`src/rtl/time_entry_pkg.sv`:
```
// Shared encodings and limits for the manual time-entry controller.
package time_entry_pkg;

  typedef enum logic [2:0] {
    ST_IDLE,
    ST_HOUR,
    ST_MIN,
    ST_SEC,
    ST_COMMIT
  } state_t;

  localparam logic [1:0] FLD_HOUR = 2'd0;
  localparam logic [1:0] FLD_MIN  = 2'd1;
  localparam logic [1:0] FLD_SEC  = 2'd2;
  localparam logic [1:0] FLD_NONE = 2'd3;

  localparam logic [6:0] HOUR_MAX   = 7'd23;
  localparam logic [6:0] MINSEC_MAX = 7'd59;

  // Callers only use this on a one-hot vector.
  function automatic logic [3:0] onehot_to_bcd(input logic [9:0] k);
    logic [3:0] r;
    r = 4'd0;
    for (int i = 0; i < 10; i++)
      if (k[i]) r = 4'(i);
    return r;
  endfunction

endpackage

```
`src/rtl/key_edge_det.sv`:
```
// Rising-edge press detector; in one-hot mode only a clean single key
// rising out of an all-released vector counts as a press.
module key_edge_det #(
  parameter int W       = 1,
  parameter bit ONE_HOT = 1'b0
) (
  input  logic         clk,
  input  logic         rst,
  input  logic [W-1:0] level,
  output logic         press
);

  logic [W-1:0] prev;

  always_ff @(posedge clk or posedge rst) begin
    if (rst) prev <= '0;
    else     prev <= level;
  end

  generate
    if (ONE_HOT) begin : g_onehot
      assign press = $onehot(level) && (prev == '0);
    end else begin : g_level
      assign press = |(level & ~prev);
    end
  endgenerate

endmodule

```
`src/rtl/time_entry_ctrl.sv`:
```
// Keypad-driven hour/minute/second entry with range check, timeout abort
// and restore of the last committed time.
module time_entry_ctrl
  import time_entry_pkg::*;
#(
  parameter int TIMEOUT_CYCLES = 1000
) (
  input  logic       clk,
  input  logic       rst,
  input  logic       en,
  input  logic [9:0] keypad,
  input  logic       sharp,
  input  logic       star,
  output logic [3:0] hour_ten,
  output logic [3:0] hour_one,
  output logic [3:0] min_ten,
  output logic [3:0] min_one,
  output logic [3:0] sec_ten,
  output logic [3:0] sec_one,
  output logic [1:0] field,
  output logic       busy,
  output logic       load,
  output logic       err
);

  localparam int TW = $clog2(TIMEOUT_CYCLES + 1);

  state_t      state, nxt_state;
  logic        key_p, sharp_p, star_p;
  logic [1:0]  count, nxt_count;
  logic [TW-1:0] tmo;
  logic [3:0]  cur_ten, cur_one, nxt_ten, nxt_one;
  logic [6:0]  val, limit;
  logic        evt, err_set, restore;
  logic [3:0]  sh_hour_ten, sh_hour_one, sh_min_ten, sh_min_one, sh_sec_ten, sh_sec_one;

  key_edge_det #(.W(10), .ONE_HOT(1'b1)) u_key   (.clk(clk), .rst(rst), .level(keypad), .press(key_p));
  key_edge_det #(.W(1),  .ONE_HOT(1'b0)) u_sharp (.clk(clk), .rst(rst), .level(sharp),  .press(sharp_p));
  key_edge_det #(.W(1),  .ONE_HOT(1'b0)) u_star  (.clk(clk), .rst(rst), .level(star),   .press(star_p));

  always_ff @(posedge clk or posedge rst) begin
    if (rst) state <= ST_IDLE;
    else     state <= nxt_state;
  end

  always_comb begin
    cur_ten = 4'd0;
    cur_one = 4'd0;
    case (state)
      ST_HOUR: begin cur_ten = hour_ten; cur_one = hour_one; end
      ST_MIN:  begin cur_ten = min_ten;  cur_one = min_one;  end
      ST_SEC:  begin cur_ten = sec_ten;  cur_one = sec_one;  end
      default: ;
    endcase
  end

  assign val   = 7'(cur_ten) * 7'd10 + 7'(cur_one);
  assign limit = (state == ST_HOUR) ? HOUR_MAX : MINSEC_MAX;

  // Event priority inside an entry state: sharp, then star, then digit.
  always_comb begin
    nxt_state = state;
    nxt_ten   = cur_ten;
    nxt_one   = cur_one;
    nxt_count = count;
    evt       = 1'b0;
    err_set   = 1'b0;
    restore   = 1'b0;
    field     = FLD_NONE;
    busy      = 1'b0;
    load      = 1'b0;
    case (state)
      ST_IDLE: begin
        nxt_count = 2'd0;
        if (en) nxt_state = ST_HOUR;
      end
      ST_HOUR, ST_MIN, ST_SEC: begin
        busy  = 1'b1;
        field = (state == ST_HOUR) ? FLD_HOUR : (state == ST_MIN) ? FLD_MIN : FLD_SEC;
        if (sharp_p) begin
          evt       = 1'b1;
          nxt_count = 2'd0;
          if (val <= limit) begin
            nxt_state = (state == ST_HOUR) ? ST_MIN : (state == ST_MIN) ? ST_SEC : ST_COMMIT;
          end else begin
            err_set = 1'b1;
            nxt_ten = 4'd0;
            nxt_one = 4'd0;
          end
        end else if (star_p) begin
          evt       = 1'b1;
          nxt_ten   = 4'd0;
          nxt_one   = 4'd0;
          nxt_count = 2'd0;
        end else if (key_p) begin
          evt       = 1'b1;
          nxt_ten   = (count == 2'd0) ? 4'd0 : cur_one;
          nxt_one   = onehot_to_bcd(keypad);
          nxt_count = (count == 2'd2) ? 2'd2 : count + 2'd1;
        end else if (tmo == TW'(TIMEOUT_CYCLES - 1)) begin
          restore   = 1'b1;
          nxt_state = ST_IDLE;
        end
      end
      ST_COMMIT: begin
        busy      = 1'b1;
        load      = 1'b1;
        nxt_state = ST_IDLE;
      end
      default: nxt_state = ST_IDLE;
    endcase
  end

  always_ff @(posedge clk or posedge rst) begin
    if (rst) begin
      count <= 2'd0;
      tmo   <= '0;
      err   <= 1'b0;
      {hour_ten, hour_one, min_ten, min_one, sec_ten, sec_one} <= '0;
      {sh_hour_ten, sh_hour_one, sh_min_ten, sh_min_one, sh_sec_ten, sh_sec_one} <= '0;
    end else begin
      count <= nxt_count;
      err   <= err_set;
      // Counter only advances while waiting for input in an entry state.
      if (evt || state == ST_IDLE || state == ST_COMMIT) tmo <= '0;
      else                                               tmo <= tmo + TW'(1);
      case (state)
        ST_HOUR: begin hour_ten <= nxt_ten; hour_one <= nxt_one; end
        ST_MIN:  begin min_ten  <= nxt_ten; min_one  <= nxt_one; end
        ST_SEC:  begin sec_ten  <= nxt_ten; sec_one  <= nxt_one; end
        default: ;
      endcase
      if (restore)
        {hour_ten, hour_one, min_ten, min_one, sec_ten, sec_one} <=
          {sh_hour_ten, sh_hour_one, sh_min_ten, sh_min_one, sh_sec_ten, sh_sec_one};
      if (state == ST_COMMIT)
        {sh_hour_ten, sh_hour_one, sh_min_ten, sh_min_one, sh_sec_ten, sh_sec_one} <=
          {hour_ten, hour_one, min_ten, min_one, sec_ten, sec_one};
    end
  end

endmodule

```
`config.mk`:
```
export PLATFORM = sky130hd
export DESIGN_NAME = time_entry_ctrl
export DESIGN_NICKNAME = d
export VERILOG_FILES = /design/src/rtl/time_entry_pkg.sv /design/src/rtl/key_edge_det.sv /design/src/rtl/time_entry_ctrl.sv
export SDC_FILE = /design/constraint.sdc
export NUM_CORES = 1
export LEC_CHECK = 0
export CAP_MARGIN = 0
export CORE_MARGIN = 4
export CORE_UTILIZATION = 50
export DETAILED_ROUTE_END_ITERATION = 10
export PLACE_DENSITY_LB_ADDON = 0.15
export SYNTH_ARGS = -nofsm -noshare
export SYNTH_HDL_FRONTEND = slang
export SYNTH_SLANG_ARGS = --single-unit
```
`constraint.sdc`:
```
create_clock -name clk -period 4.93 [get_ports clk]
set_input_delay 1.479 -clock clk [delete_from_list [all_inputs] [get_ports clk]]
set_output_delay 1.479 -clock clk [all_outputs]
set_load 0.01 [all_outputs]
```
==> metrics.txt <==
ys flop type dfrtp_1; met2 routed WL 5780 um; total number of vias 3587; total negative slack -0.3928 ns; global-route wire length before repair 18290 um; Final setup viols 14; Hold Vio Cnt, Final 0; initial antenna violation count 0; count of different cell masters after synthesis 59; Final Util 66.41%; vias in the first global route 3634; synthesized area per cell 10.50 sq um; die area 10500 sq um; metal3 WL 653 um; # diodes 0; FMAX 0.2010 GHz; CP Max Fanout 6; number of synthesized flops with an enable pin 0; Synth Register Bits 76; Top Metal Used met4; htree depth 3; placed cell areas 5265 sq um; TritonCTS clock tree done; Synth Warn # 0; pre-CTS setup slack -0.7965 ns; critical path class primary input to register; Cell Pwr Density 437.0 nW/um^2; DRC viols 0; most frequent cells in the layout dfrtp_1 (76), nor2_1 (53), buf_4 (42); M1 WL 4922 um; Tcrit/Tclk final 100.9%; GPL Wtd Cong 0.8976; fin cells 621; total global routing overflow 0; largest net degree at the start of global routing 38; Max-cap violations 0; FFs w/ async S/R, synth 100.0%; initial core utilization 51.18%; average wire per standard cell 18.82 um; Final Worst Setup Slack -0.04393 ns; Pleak 2.612 nW; share of layout cells above drive strength 1 28.07%; Synth Instances 425; hold buffers post-CTS 0; Filler cells 711; post-route minimum period 4.974 ns; height of the chip 102.5 um; total wire length 11690 um; CP Launch Type primary input; DR pass1 iterations 7; Max Buffers Root-to-Sink 2; commonest non-fill, non-tap cell in the layout dfrtp_1; clk_lat worst skew 0.36 ns; sequential area share after synthesis 42.61%; status complete, but fails checks; # IOs 44; total core area 8721 sq um; Syn Std Cell Area 4463 sq um; Worst Path Required 5.17 ns; CTS Sinks 76; syn nets 470; CTS Buf Count 9; Worst-path clk slew 0.08 ns; placed cells 591; worst-margin pin slew 1.144 ns; Crit. End Element register; Arr. time, crit path 5.21 ns; I/O Buffers 43; CTS Root Cell clkbuf_8; nets 554; skew final 0.009924 ns; Area Growth Syn to Fin 29.77%; Slew HR 23.24%; Rows 34; maximum vdd drop 0.2019 mV; Post-DP HPWL 7939 um; chip width 102.5 um; Slew Limit Fails 0; Routed Antenna Nets 0; Initial DRC Count 233; final instance area 5792 sq um; via density per instance 5.776; GRT Util Overall 22.79%; RSZ-0062 raised after global routing true; Hold WC Path Type register to register; failing checks setup timing
per-layer routing:
metal | GRT usage, % | vias up
li1 | - | 1674
met1 | 28.88 | 1753
met2 | 36.99 | 133
met3 | 4.983 | 27
met4 | 10.90 | 0
met5 | 0 | -
what timing repair did:
item	CTS	global route
gates cloned	2	6
gates resized for setup	37	24
endpoints found under the setup margin	39	39
buffers inserted	6	3
pin swaps	18	13
cell usage after synthesis (all sizes together) (3+ instances only):
library cell	number	area [sq um]
dfrtp	76	1902
or3	3	18.77
a211oi	6	50.05
nand3	6	30.03
nor3	5	30.03
and3	3	18.77
a221o	24	240.2
nor2	54	202.7
mux2	32	360.4
a21oi	8	40.04
inv	36	135.1
fa	8	160.2
xor2	7	61.31
o32ai	5	81.33
o21ai	6	33.78
nor2b	3	18.77
clkbuf	8	30.03
ha	22	275.3
nand2	41	153.9
xnor2	6	52.55
buf	12	95.08
mux2i	10	100.1
nand3b	4	30.03
through the flow:
| step | hold slack, ns | total power, W |
|---|---|---|
| finish | 0.4817 | 0.002531 |
| global route | 0.5084 | 0.002693 |
| CTS | 0.4871 | 0.002477 |
| detailed placement | 0.4761 | 0.001994 |
| global placement | 0.4740 | 0.001960 |
| floorplan | 0.4553 | 0.001536 |
worst paths after layout:
path	cells past startpoint	startpoint	slack, ns	end
worst max register to register	13	state[0]	0.19	min_ten[2]
min in group asynchronous	2	rst	1.41	tmo[7]
worst min-delay path	1	tmo[0]	0.48	tmo[0]
worst min register to register	1	tmo[0]	0.48	tmo[0]
worst max-delay path	13	keypad[0]	-0.04	hour_one[1]
max in group asynchronous	3	rst	2.69	sh_hour_ten[1]
sequential cells by signal (all words and copies together) (netlist names), 3 cells and up:
| name | count |
|---|---|
| state | 3 |
| sec_ten | 4 |
| hour_ten | 4 |
| u_key.prev | 10 |
| sh_min_one | 4 |
| min_ten | 4 |
| sh_hour_one | 4 |
| tmo | 10 |
| min_one | 4 |
| sec_one | 4 |
| sh_min_ten | 4 |
| sh_hour_ten | 4 |
| sh_sec_ten | 4 |
| hour_one | 4 |
| sh_sec_one | 4 |
final cells by class:
type                       instances  area [sq um]  area share [%]
multi-input combinational        294          2527           43.64
sequential                        76          1902           32.84
timing repair buffer              92         903.4           15.60
inverter                          36         142.6           2.463
tap                              108         135.1           2.333
clock buffer                      10         127.6           2.203
clock inverter                     5         53.80          0.9289
critical path, cell delays in order:
cell	delay (ns)
buf_8	0.10
ha_4	0.25
inv_2	0.04
fa_1	0.56
fa_1	0.45
fa_2	0.47
or4_4	0.43
nor4_4	0.30
and3_4	0.26
buf_12	0.14
mux2i_4	0.25
o32ai_4	0.13
a221o_1	0.35
report_power, final:
part	total (W)	internal, W	switching, W
clock network	0.000462	0.000230	0.000232
logic	0.00115	0.000561	0.000587
registers	0.000920	0.000765	0.000155
kinds of logic after synthesis:
family,after synthesis,share of synthesized area [%]
muxes,42,10.32
buffers and inverters,56,5.831
and+or+nand+nor,135,14.07
adders and majority gates,30,9.756
DFF,76,42.61
AOI/OAI and AO/OA,73,14.86
xor gates and xnor gates,13,2.551
No activity file was read; power rests on OpenSTA's default activity.
